## src/rtl/dmem_arbiter.sv

```systemverilog
// Two-port arbiter in front of the single-port data RAM.
// Port 0 is the pipeline MEM stage and port 1 is the DMA/loader.
// The RAM has no byte enables, so a partial store becomes a read-modify-write:
// the old word is read in IDLE and the merged word is written in RMW_WR.
//
// state  | meaning
// IDLE   | accepts at most one request per cycle
// RMW_WR | writes the merged word for a partial store; no grants this cycle
module dmem_arbiter #(
    parameter bit          RR_EN     = 1'b1,
    parameter int unsigned MEM_WORDS = 256
) (
    input  logic        clk_i,
    input  logic        rst_i,
    input  logic        p0_valid_i,
    output logic        p0_ready_o,
    input  logic        p0_we_i,
    input  logic [31:0] p0_addr_i,
    input  logic [31:0] p0_wdata_i,
    input  logic [3:0]  p0_be_i,
    output logic        p0_rvalid_o,
    output logic [31:0] p0_rdata_o,
    input  logic        p1_valid_i,
    output logic        p1_ready_o,
    input  logic        p1_we_i,
    input  logic [31:0] p1_addr_i,
    input  logic [31:0] p1_wdata_i,
    input  logic [3:0]  p1_be_i,
    output logic        p1_rvalid_o,
    output logic [31:0] p1_rdata_o,
    output logic        mem_we_o,
    output logic [31:0] mem_addr_o,
    output logic [31:0] mem_wdata_o,
    input  logic [31:0] mem_rdata_i
);

    localparam int unsigned IDX_W = (MEM_WORDS > 1) ? $clog2(MEM_WORDS) : 1;

    typedef enum logic {IDLE, RMW_WR} state_e;

    state_e             state_q;
    logic               last_grant_q;
    logic               rmw_port_q;
    logic [IDX_W-1:0]   rmw_idx_q;
    logic [31:0]        rmw_old_q;
    logic [31:0]        rmw_wdata_q;
    logic [3:0]         rmw_be_q;
    logic               p0_rvalid_q;
    logic               p1_rvalid_q;
    logic [31:0]        p0_rdata_q;
    logic [31:0]        p1_rdata_q;

    logic               grant_ok;
    logic               grant0;
    logic               grant1;
    logic               accept;
    logic               sel_we;
    logic [31:0]        sel_addr;
    logic [31:0]        sel_wdata;
    logic [3:0]         sel_be;
    logic               sel_full;
    logic               sel_partial;
    logic [31:0]        merge_d;

    // Port 1 wins a contention only in round-robin mode when port 0 had the last grant.
    assign grant_ok    = (state_q == IDLE) && !rst_i;
    assign grant1      = grant_ok && p1_valid_i && (!p0_valid_i || (RR_EN && !last_grant_q));
    assign grant0      = grant_ok && p0_valid_i && !grant1;
    assign accept      = grant0 || grant1;
    assign p0_ready_o  = grant0;
    assign p1_ready_o  = grant1;

    assign sel_we      = grant1 ? p1_we_i    : p0_we_i;
    assign sel_addr    = grant1 ? p1_addr_i  : p0_addr_i;
    assign sel_wdata   = grant1 ? p1_wdata_i : p0_wdata_i;
    assign sel_be      = grant1 ? p1_be_i    : p0_be_i;
    assign sel_full    = (sel_be == 4'hF);
    assign sel_partial = (sel_be != 4'h0) && !sel_full;

    assign p0_rvalid_o = p0_rvalid_q;
    assign p1_rvalid_o = p1_rvalid_q;
    assign p0_rdata_o  = p0_rdata_q;
    assign p1_rdata_o  = p1_rdata_q;

    // Byte-lane merge of the saved store data over the saved old word.
    always_comb begin
        merge_d = rmw_old_q;
        for (int i = 0; i < 4; i++) begin
            if (rmw_be_q[i]) begin
                merge_d[8*i +: 8] = rmw_wdata_q[8*i +: 8];
            end
        end
    end

    // RAM drive: RMW write-back, else the granted request, else all zero.
    always_comb begin
        mem_we_o    = 1'b0;
        mem_addr_o  = '0;
        mem_wdata_o = '0;
        if (!rst_i && state_q == RMW_WR) begin
            mem_we_o                = 1'b1;
            mem_addr_o[IDX_W+1:2]   = rmw_idx_q;
            mem_wdata_o             = merge_d;
        end else if (accept) begin
            mem_addr_o = sel_addr;
            if (sel_we && sel_full) begin
                mem_we_o    = 1'b1;
                mem_wdata_o = sel_wdata;
            end
        end
    end

    // Arbiter FSM with registered responses; stores return the pre-write word.
    always_ff @(posedge clk_i) begin
        if (rst_i) begin
            state_q      <= IDLE;
            last_grant_q <= 1'b1;
            rmw_port_q   <= 1'b0;
            rmw_idx_q    <= '0;
            rmw_old_q    <= '0;
            rmw_wdata_q  <= '0;
            rmw_be_q     <= '0;
            p0_rvalid_q  <= 1'b0;
            p1_rvalid_q  <= 1'b0;
            p0_rdata_q   <= '0;
            p1_rdata_q   <= '0;
        end else begin
            p0_rvalid_q <= 1'b0;
            p1_rvalid_q <= 1'b0;
            case (state_q)
                IDLE: begin
                    if (accept) begin
                        last_grant_q <= grant1;
                        if (sel_we && sel_partial) begin
                            rmw_port_q  <= grant1;
                            rmw_idx_q   <= sel_addr[IDX_W+1:2];
                            rmw_old_q   <= mem_rdata_i;
                            rmw_wdata_q <= sel_wdata;
                            rmw_be_q    <= sel_be;
                            state_q     <= RMW_WR;
                        end else if (grant1) begin
                            p1_rvalid_q <= 1'b1;
                            p1_rdata_q  <= mem_rdata_i;
                        end else begin
                            p0_rvalid_q <= 1'b1;
                            p0_rdata_q  <= mem_rdata_i;
                        end
                    end
                end
                RMW_WR: begin
                    if (rmw_port_q) begin
                        p1_rvalid_q <= 1'b1;
                        p1_rdata_q  <= rmw_old_q;
                    end else begin
                        p0_rvalid_q <= 1'b1;
                        p0_rdata_q  <= rmw_old_q;
                    end
                    state_q <= IDLE;
                end
                default: state_q <= IDLE;
            endcase
        end
    end

endmodule

```

## config.mk

```make
export PLATFORM = sky130hd
export DESIGN_NAME = dmem_arbiter
export DESIGN_NICKNAME = d
export VERILOG_FILES = /design/src/rtl/dmem_arbiter.sv
export SDC_FILE = /design/constraint.sdc
export NUM_CORES = 1
export LEC_CHECK = 0
export CORE_UTILIZATION = 43
export CTS_CLUSTER_SIZE = 8
export DETAILED_ROUTE_END_ITERATION = 10
export GPL_ROUTABILITY_DRIVEN = 0
export GPL_TIMING_DRIVEN = 0
export PLACE_DENSITY_LB_ADDON = 0.15
export SYNTH_ARGS = -nofsm -noshare
export SYNTH_HDL_FRONTEND = slang
export SYNTH_SLANG_ARGS = --single-unit
```

## constraint.sdc

```tcl
create_clock -name clk_i -period 3.6 [get_ports clk_i]
set_clock_uncertainty 0.1 [all_clocks]
set_input_delay 1.08 -clock clk_i [delete_from_list [all_inputs] [get_ports clk_i]]
set_output_delay 1.08 -clock clk_i [all_outputs]
set_load 0.1 [all_outputs]
```

==> results of run 1 <==
-- power breakdown --
part / internal (µW) / switching (µW)
registers: 1750 / 81.7
logic: 764 / 1220
clock network: 1030 / 732
total: 3540 / 2040
-- placed cells by master, fill, tap and decap left out, drive strengths merged, types with 2 or more instances in the layout --
cell type      count
dfxtp            145
mux2              64
nand4              2
nor2b             34
a21oi             26
clkdlybuf4s50    226
inv               10
or4                2
and3               2
bufinv             2
o21ai             10
clkinv             5
clkbuf            59
nand2            201
mux2i            184
buf              125
nand3              3
o22ai             33
a22oi              2
clkinvlp           3
nor2               2
-- path summary, 6_finish.rpt --
path                                     from                           to  slack [ns]  depth (start not counted)
setup / recovery                        rst_i              mem_wdata_o[18]       -0.20                          9
hold / removal    p0_rdata_o[16]$_SDFFE_PP0P_  p0_rdata_o[16]$_SDFFE_PP0P_        0.36                          2
setup reg to reg    last_grant_q$_SDFFE_PP1P_   p1_rdata_o[8]$_SDFFE_PP0P_        1.25                          7
hold reg to reg   p0_rdata_o[16]$_SDFFE_PP0P_  p0_rdata_o[16]$_SDFFE_PP0P_        0.36                          2
-- per-stage QoR --
step           util (%)  total power, µW  TNS [ns]  hold slack [ns]
2_1_floorplan         -             3140     -7.28            0.338
3_3_place_gp       71.0             3630    -91.09            0.344
3_5_place_dp       71.0             3660    -91.52            0.351
4_1_cts            79.4             5500     -9.02            0.359
5_1_grt            82.0             5750     -9.10            0.376
6_report           82.0             5580     -4.69            0.358
-- worst max-delay path: cells and delay by family --
family | cells | cell delay, ns
buffers and inverters | 5 | 0.77
AO/OA/AOI/OAI | 1 | 0.12
multiplexers | 1 | 0.35
AND/OR/NAND/NOR | 2 | 0.27
-- Yosys cell counts --
| cell | instances |
|---|---|
| nor2b_1 | 34 |
| nor2_1 | 1 |
| inv_1 | 5 |
| mux2i_1 | 184 |
| nand4_1 | 2 |
| o21a_1 | 1 |
| a211o_1 | 1 |
| dfxtp_1 | 145 |
| a21oi_1 | 25 |
| buf_6 | 3 |
| o22ai_1 | 33 |
| nand3_1 | 3 |
| nand2_1 | 201 |
| nor4_1 | 1 |
| o21ai_0 | 8 |
| clkbuf_1 | 32 |
| a22oi_4 | 1 |
| buf_4 | 8 |
| mux2_2 | 58 |
| buf_2 | 10 |
| a32o_1 | 1 |
| buf_1 | 8 |
| mux2_1 | 6 |
| a21oi_2 | 1 |
| a311oi_1 | 1 |
| nor2_2 | 1 |
| or4_1 | 2 |
| and3_1 | 2 |
| a22oi_2 | 1 |
| inv_2 | 2 |
| o21ai_1 | 2 |
-- layer usage --
layer / global-route usage, % / share of wire [%] / vias up
met3: 7.61 / 5.6 / 51
met2: 53.3 / 50 / 248
met5: 0 / 0 / -
met4: 10.8 / 3.0 / 0
li1: - / - / 3430
met1: 35.7 / 41 / 3512
-- area by class of cell --
| class | count | area, µm² |
|---|---|---|
| antenna | 1 | 2.50 |
| buffer | 59 | 589 |
| clock buffer | 18 | 429 |
| clock inverter | 13 | 153 |
| fill | 998 | 2990 |
| inverter | 7 | 52.6 |
| multi-input combinational | 570 | 5440 |
| sequential | 145 | 2900 |
| tap | 220 | 275 |
| timing repair buffer | 335 | 3750 |
-- flip-flops by register name (all words and copies together), names as in the netlist --
name,count
p0_rdata_o,32
p1_rdata_o,32
rmw_old_q,32
rmw_wdata_q,32
rmw_idx_q,8
rmw_be_q,4
last_grant_q,1
p0_rvalid_o,1
p1_rvalid_o,1
rmw_port_q,1
state_q,1
-- kinds of logic (layout without fill, tap and decap cells) --
group / Yosys count / count (layout) / synth area share, %
AND/OR/NAND/NOR: 247 / 247 / 14.3
multiplexers: 248 / 248 / 35.2
buffers and inverters: 68 / 432 / 4.40
AO/OA/AOI/OAI: 75 / 75 / 6.30
flip-flops: 145 / 145 / 39.9
other: 0 / 1 / 0
-- timing repair --
action / in CTS / in global routing
gates resized for setup: 596 / 87
pin swaps: 9 / 9
setup buffers: 16 / 8
endpoints found under the setup margin: 67 / 142
gates cloned: 3 / 4
==> flow_summary_export.csv, run 1 <==
group,metric,value,unit
setup_path,critical_path.cell_chain,"buf_12 -> nor2_4 -> nand3_2 -> buf_8 -> clkinv_16 -> buf_16 -> mux2i_4 -> o22ai_4 -> buf_12",
clock_network,root_buffer,"clkbuf_16",
setup_path,cpMostUsedCell,"buf_12",
routing,drtAntennaViolNets,0,
yosys,netlist_instances,783,
routing,routed_wl,27300,µm
yosys,synth_top_area_share,39.9,%
place,pre_cts_ws,-1.54,ns
yosys,synth.avg_cell_area,9.30,µm²
floorplan,dieArea,0.0175,mm²
grt,grt_pass1_wl,41300,µm
yosys,yosysUniqueCellTypes,31,
clock_network,cts_tree,"built",
clock_network,htree_levels,4,
sta,timing.final.ws_setup,-0.202,ns
yosys,synth_area,0.00728,mm²
place,dpl_cell_area,0.0118,mm²
sta,period_needed,3.80,ns
sta,finalHoldViolCount,0,
pwr,leakage,0.00557,µW
clock_network,cts.path.max_buffers,2,
clock_network,cts_num_sinks,145,
pwr,powerDensity,410,mW/mm²
layout,design_area,0.0136,mm²
sta,rsz0062_at_grt,"yes",
place,dp_hpwl,18400,µm
grt,antenna_found_initial,1,
clock_network,clkSlewWorstSetupHoldPaths,0.07,ns
floorplan,core,0.0166,mm²
routing,first_pass_iters,4,
sta,relSlewSlack,30.9,%
min_path,hp-class,"flop to flop",
routing,route.detailed.drc,0,
floorplan,io_pins,307,
floorplan,initial_core_util,43.9,%
sta,drv_slew,0,
layout,area_growth,86.7,%
routing,routedWlPerCell,20.0,µm
clock_network,clock_latency,0.42,ns
layout,instances_no_fill,1368,
routing,drtIter0Drc,326,
grt,grt_pass1_vias,7645,
floorplan,die_x,132,µm
grt,overflow,0,
clock_network,numCtsBuffers,17,
sta,setup_viol,42,
setup_path,path_class,"input port to output port",
grt,grt_max_degree,17,
pwr,ir_drop,0.000381,V
floorplan,die_h,132,µm
setup_path,worstPathMaxFanout,10,
routing,viasPerCell,5.29,
clock_network,cts_hold_buf,0,
run_status,violations,"negative setup slack",
yosys,ys_ff_latch,145,
setup_path,crit_path_max_incr_delay,0.35,ns
sta,worst_pin_slew,1.03,ns
flow_run,timing.max_cap.violations,0,
yosys,yosysWarnings,0,
yosys,synth_nets,957,
yosys,synth.yosys.seq_area_share,39.9,%
yosys,yosys.area.top_type,"dfxtp_1",
yosys,synth_area_leaders,"dfxtp_1 40%, mux2i_1 25%, nand2_1 10%, mux2_2 9.0%, nor2b_1 2.9%",
setup_path,crit_slowest_cell,"mux2i_4",
layout,drive_above_1_share,31.4,%
setup_path,worstSetupStartpointType,"input port",
setup_path,crit_required,2.42,ns
grt,grt_usage,30.3,%
setup_path,critPathArrivalTime,2.62,ns
place,numPortBuffers,305,
routing,via_count,7241,
setup_path,cp-end-kind,"output port",
sta,max_freq,263,MHz
floorplan,rows,47,
layout,layout.nets,1309,
place,place_inst,1308,
sta,fin_crit_sh,106,%
run_status,status,"finished, violations left",
Note: power is estimated with default switching activity, not from simulation.
==> run 2, diff against run 1 <==
Settings changed: PLACE_DENSITY from default to 0.78, PLACE_DENSITY_LB_ADDON 0.15 to default, RECOVER_POWER from default to 100.
==> run 2 against run 1 <==
  * The run still ends with negative setup slack left
  * Critical path type unchanged
  * Register-to-register slack worse by 0.30 ns
  * Die area stayed put
  * First-iteration DRC count is 34% lower
  * Total power is 0.25% higher
  * Sequential share of layout area is 0.45 points higher
  * Flip-flop and latch count stayed put
  * Global-route usage is 0.76 points higher
  * Core utilization is 1.7 points lower
  * Design area is 2.1% lower
==> flow_summary_export.csv, run 2 (synthesized netlist as in run 1, its figures left out) <==
group,metric,value,unit
run_status,status,"finished, violations left",
run_status,violations,"negative setup slack",
setup_path,worstReg2RegEnd,"p1_rdata_o[29]$_SDFFE_PP0P_",
routing,viasPerCell,5.28,
min_path,hp-class,"flop to flop",
setup_path,crit_path_start,"p0_valid_i",
grt,grt_max_degree,17,
pwr,powerDensity,420,mW/mm²
layout,nFillCells,1084,
pwr,p_switching,2010,µW
setup_path,critPathArrivalTime,2.63,ns
pwr,clkPwrFrac,33.0,%
setup_path,critical_path.cell_chain,"buf_8 -> a211o_1 -> nor4_4 -> o21ai_4 -> clkbuf_16 -> o22ai_4 -> buf_12",
floorplan,io_pins,307,
grt,antenna_found_initial,0,
setup_path,cp-end-kind,"output port",
setup_path,crit_slowest_cell,"nor4_4",
pwr,leakage,0.00568,µW
pwr,switching_share,36.0,%
place,numPortBuffers,305,
setup_path,worst-path-buf-inv,3,
place,dp_hpwl,18400,µm
clock_network,cts_tree,"built",
sta,period_needed,3.81,ns
setup_path,crit_path_max_incr_delay,0.32,ns
routing,via_count,7214,
sta,tns,-6.11,ns
sta,setup_viol,48,
sta,relSlewSlack,27.2,%
layout,final_cell_mix,"184 x nand2_1, 160 x clkdlybuf4s50_1, 148 x mux2i_1, 145 x dfxtp_1, 66 x dlygate4sd3_1",
place,pre_cts_ws,-1.52,ns
floorplan,dieArea,0.0175,mm²
grt,overflow,0,
layout,layout.area.seq,0.00290,mm²
floorplan,die_h,132,µm
setup_path,r2r_slack,0.95,ns
routing,routed_wl,27500,µm
clock_network,cts_num_sinks,145,
grt,grt_pass1_vias,7400,
setup_path,path_class,"input port to output port",
sta,timing.final.ws_setup,-0.211,ns
sta,finalHoldViolCount,0,
setup_path,regToRegStartpoint,"last_grant_q$_SDFFE_PP1P_",
layout,instances_no_fill,1365,
routing,drtIter0Drc,216,
layout,final_common_cell,"nand2_1",
grt,grt_pass1_wl,42000,µm
clock_network,clock_latency,0.43,ns
clock_network,root_buffer,"clkbuf_16",
pwr,pwr-share-comb,34.3,%
floorplan,core,0.0166,mm²
layout,diodes,0,
floorplan,die_x,132,µm
flow_run,timing.max_cap.violations,0,
place,place_inst,1308,
setup_path,worstSetupStartpointType,"input port",
min_path,holdCritStartpoint,"p0_rdata_o[15]$_SDFFE_PP0P_",
setup_path,worstPathMaxFanout,8,
routing,first_pass_iters,5,
layout,multi_input_area,0.00529,mm²
clock_network,clkSlewWorstSetupHoldPaths,0.06,ns
pwr,intPower,3580,µW
min_path,whs_path_depth,2,
floorplan,rows,47,
setup_path,crit_required,2.42,ns
layout,fin_util,80.3,%
pwr,ir_drop,0.000362,V
sta,worst_pin_slew,1.09,ns
clock_network,numCtsBuffers,17,
layout,layout.nets,1307,
layout,drive_above_1_share,30.3,%
min_path,min_to,"p0_rdata_o[15]$_SDFFE_PP0P_",
clock_network,cts.path.max_buffers,2,
floorplan,initial_core_util,43.9,%
sta,rsz0062_at_grt,"yes",
sta,drv_slew,0,
routing,route.detailed.drc,0,
sta,max_freq,262,MHz
sta,holdWs,0.354,ns
pwr,seqPwrFrac,32.7,%
clock_network,htree_levels,4,
setup_path,cp_top_family,"compound AO/OA/AOI/OAI gates",
routing,drtAntennaViolNets,0,
grt,grt_usage,31.1,%
sta,fin_crit_sh,106,%
setup_path,r2r_cells,7,
layout,area_growth,82.8,%
routing,routedWlPerCell,20.1,µm
[run 2: changes by cell type in the layout (fill, tap and decap cells not counted), moves of 6 or more]
cell	delta
clkdlybuf4s50_1	-66
dlygate4sd3_1	+66
buf_4	-22
clkbuf_4	+13
buf_6	+11
mux2i_2	+9
mux2i_4	-8
buf_8	-7
clkbuf_8	+6
[run 2: what timing repair did]
| action | CTS | global route |
|---|---|---|
| hold endpoints to repair | 0 | 0 |
| gates resized for setup | 580 | 90 |
| gates cloned | 3 | 3 |
| buffers inserted | 17 | 4 |
| setup endpoints to repair | 67 | 140 |
| pin swaps | 10 | 7 |
| hold buffers | 0 | 0 |
[run 2: worst max-delay path by stage]
stage | end | depth (start not counted)
floorplan | mem_wdata_o[10] | 6
global placement | mem_wdata_o[29] | 7
global route | mem_wdata_o[29] | 7
CTS | mem_wdata_o[29] | 7
finish | mem_wdata_o[29] | 7
detailed placement | mem_wdata_o[29] | 7
[run 2: cell type report]
cell class	instances	area share (%)
Timing Repair Buffer	331	27.7
Sequential cell	145	21.8
Clock buffer	20	3.35
Buffer	61	3.95
Clock inverter	11	1.17
Inverter	7	0.291
Multi-Input combinational cell	570	39.7
Tap cell	220	2.07
[run 2: power by group through the flow]
stage	registers, µW	logic (µW)	clock network, µW
finish	1830	1920	1840
global route	1840	1990	1920
CTS	1820	1880	1850
detailed placement	1860	1790	0
global placement	1850	1780	0
floorplan	2190	944	0
[run 2: worst register-to-register path: stages, from the launching register on]
cell and delay (ns):
dfxtp_1 0.36, nand2_1 0.10, nand3_2 0.09, buf_8 0.17
inv_12 0.07, a22oi_1 0.67, clkbuf_1 0.73, mux2i_1 0.28
[run 2: per-layer routing]
| metal | track usage (%) | wire (µm) | up-vias |
|---|---|---|---|
| met5 | 0 | 0 | - |
| met4 | 11.0 | 682 | 0 |
| met3 | 7.84 | 1730 | 47 |
| met2 | 54.0 | 13700 | 282 |
| met1 | 37.1 | 11400 | 3460 |
| li1 | - | - | 3425 |
[run 2: through the flow]
step | cell area [µm²] | total power (µW)
2_1_floorplan | 8450 | 3140
3_3_place_gp | 11800 | 3640
3_5_place_dp | 11800 | 3650
4_1_cts | 13200 | 5550
5_1_grt | 13300 | 5760
6_report | 13300 | 5590
==> run 3, diff against run 2 <==
Settings changed: PLACE_DENSITY 0.78 to 0.9.
==> run 3 against run 2 <==
  * The run still ends with negative setup slack left
  * Largest power group unchanged
  * Non-clock buffer count increased by 2
  * Register-to-register slack got worse by 0.05 ns
  * Clock power decreased by 10%
  * Via count is 1.6% higher
  * Setup slack got worse by 0.022 ns
  * First-iteration DRC count is 34% higher
  * Flip-flop and latch count unchanged
  * Combinational power hardly changed
  * Design area shrank 1.4%
  * Highest routed layer unchanged
==> flow_summary_export.csv, run 3 (synthesized netlist as in run 1, its figures left out) <==
group,metric,value,unit
setup_path,crit_required,2.42,ns
sta,setup_viol,39,
sta,timing.final.ws_setup,-0.233,ns
min_path,holdCritStartpoint,"p0_rdata_o[16]$_SDFFE_PP0P_",
setup_path,crit_slowest_cell,"a211o_1",
setup_path,path_class,"input port to output port",
routing,routedWlPerCell,20.4,µm
pwr,ir_drop,0.000354,V
pwr,seqPwrFrac,34.0,%
place,place_inst,1308,
pwr,p_switching,2020,µW
sta,rsz0062_at_grt,"yes",
place,dpl_cell_area,0.0118,mm²
floorplan,core,0.0166,mm²
grt,grt_pass1_vias,7649,
sta,drv_slew,0,
routing,first_pass_iters,5,
pwr,pwr-share-comb,35.4,%
floorplan,rows,47,
clock_network,htree_levels,4,
layout,final_common_cell,"nand2_1",
layout,final_cell_mix,"184 x nand2_1, 160 x clkdlybuf4s50_1, 154 x mux2i_1, 145 x dfxtp_1, 66 x dlygate4sd3_1",
clock_network,cts.path.max_buffers,2,
layout,design_area,0.0131,mm²
layout,instances_no_fill,1369,
sta,max_freq,261,MHz
layout,fin_util,79.2,%
sta,fin_crit_sh,106,%
routing,drtAntennaViolNets,0,
pwr,powerDensity,410,mW/mm²
floorplan,initial_core_util,43.9,%
floorplan,dieArea,0.0175,mm²
grt,overflow,0,
routing,route.detailed.drc,0,
place,dp_hpwl,19300,µm
clock_network,root_buffer,"clkbuf_16",
run_status,status,"finished, violations left",
grt,grt_usage,31.2,%
setup_path,worst-path-buf-inv,3,
sta,worst_pin_slew,1.07,ns
clock_network,numCtsBuffers,17,
setup_path,crit_path_max_incr_delay,0.30,ns
pwr,clkPwrFrac,30.7,%
layout,area_growth,80.3,%
clock_network,cts_tree,"built",
grt,grt_max_degree,17,
clock_network,clkSlewWorstSetupHoldPaths,0.06,ns
floorplan,die_h,132,µm
setup_path,critPathArrivalTime,2.65,ns
min_path,hp-class,"flop to flop",
setup_path,worstPathMaxFanout,8,
grt,grt_pass1_wl,42200,µm
routing,viasPerCell,5.36,
flow_run,timing.max_cap.violations,0,
grt,antenna_found_initial,1,
routing,routed_wl,27900,µm
setup_path,cp_top_family,"compound AO/OA/AOI/OAI gates",
layout,drive_above_1_share,30.1,%
layout,layout.nets,1309,
routing,via_count,7332,
pwr,leakage,0.00569,µW
pwr,intPower,3370,µW
pwr,switching_share,37.5,%
setup_path,worstSetupStartpointType,"input port",
setup_path,cp-end-kind,"output port",
setup_path,regToRegStartpoint,"last_grant_q$_SDFFE_PP1P_",
setup_path,crit_path_start,"p0_valid_i",
sta,relSlewSlack,28.6,%
setup_path,critical_path.cell_chain,"buf_8 -> a211o_1 -> nor4_4 -> o21ai_4 -> clkbuf_16 -> o22ai_4 -> buf_12",
clock_network,clock_latency,0.42,ns
floorplan,die_x,132,µm
run_status,violations,"negative setup slack",
place,numPortBuffers,305,
sta,period_needed,3.83,ns
floorplan,io_pins,307,
routing,drtIter0Drc,290,
sta,finalHoldViolCount,0,
clock_network,cts_num_sinks,145,
run 3: cell types whose count changed in the layout (fill, tap and decap cells not counted), moves of 4 or more:
cell      change
buf_6         -6
nand2_2       -5
nand2_4       +5
clkbuf_2      +4
buf_2         -6
mux2i_1       +6
buf_4        +13
mux2i_4      -17
clkbuf_8      -5
mux2i_2      +11
run 3: worst paths after layout:
kind                            endpoint  depth (start not counted)  slack (ns)
min          p0_rdata_o[16]$_SDFFE_PP0P_                          2        0.36
max reg2reg  p1_rdata_o[10]$_SDFFE_PP0P_                          7        0.90
min reg2reg  p0_rdata_o[16]$_SDFFE_PP0P_                          2        0.36
max                      mem_wdata_o[10]                          7       -0.23
run 3: worst register-to-register path: cells and delay by family, from the launching register on:
| family | cells | cell delay (ns) |
|---|---|---|
| compound gates | 1 | 0.72 |
| flops | 1 | 0.36 |
| mux | 1 | 0.28 |
| buf+inv | 3 | 0.97 |
| simple gates | 2 | 0.21 |
run 3: cell type report:
class                      count  area (µm²)
multi-input combinational    570        5170
timing repair buffer         333        3660
fill                        1045        3450
sequential                   145        2900
buffer                        61         539
clock buffer                  19         443
tap                          220         275
clock inverter                13         104
inverter                       7        38.8
antenna                        1        2.50
run 3: power by group through the flow:
stage / registers (µW) / logic [µW] / clock network [µW]
after floorplan: 2190 / 944 / 0
after global placement: 1850 / 1780 / 0
after detailed placement: 1860 / 1800 / 0
after CTS: 1830 / 1860 / 1660
after global routing: 1840 / 1980 / 1730
final: 1830 / 1910 / 1650
run 3: what timing repair did:
| item | 4_1_cts | 5_1_grt |
|---|---|---|
| gates cloned | 3 | 5 |
| buffers inserted | 16 | 6 |
| pin swaps | 9 | 9 |
| setup endpoints to repair | 67 | 140 |
| hold buffers | 0 | 0 |
| gates resized for setup | 544 | 84 |
run 3: through the flow:
step                hold slack, ns  power (µW)  setup TNS [ns]  setup slack [ns]
finish                       0.357        5390           -6.12            -0.233
floorplan                    0.338        3140           -7.28            -0.222
global route                 0.377        5550          -16.67            -0.275
global placement             0.344        3630          -89.72             -1.51
CTS                          0.360        5340          -10.65            -0.318
detailed placement           0.350        3660          -92.12             -1.57
run 3: layer usage:
layer	routed length (µm)	global-route usage [%]
met4	600	11.3
met1	10900	35.5
met3	1810	7.34
met5	0	0
met2	14600	56.7
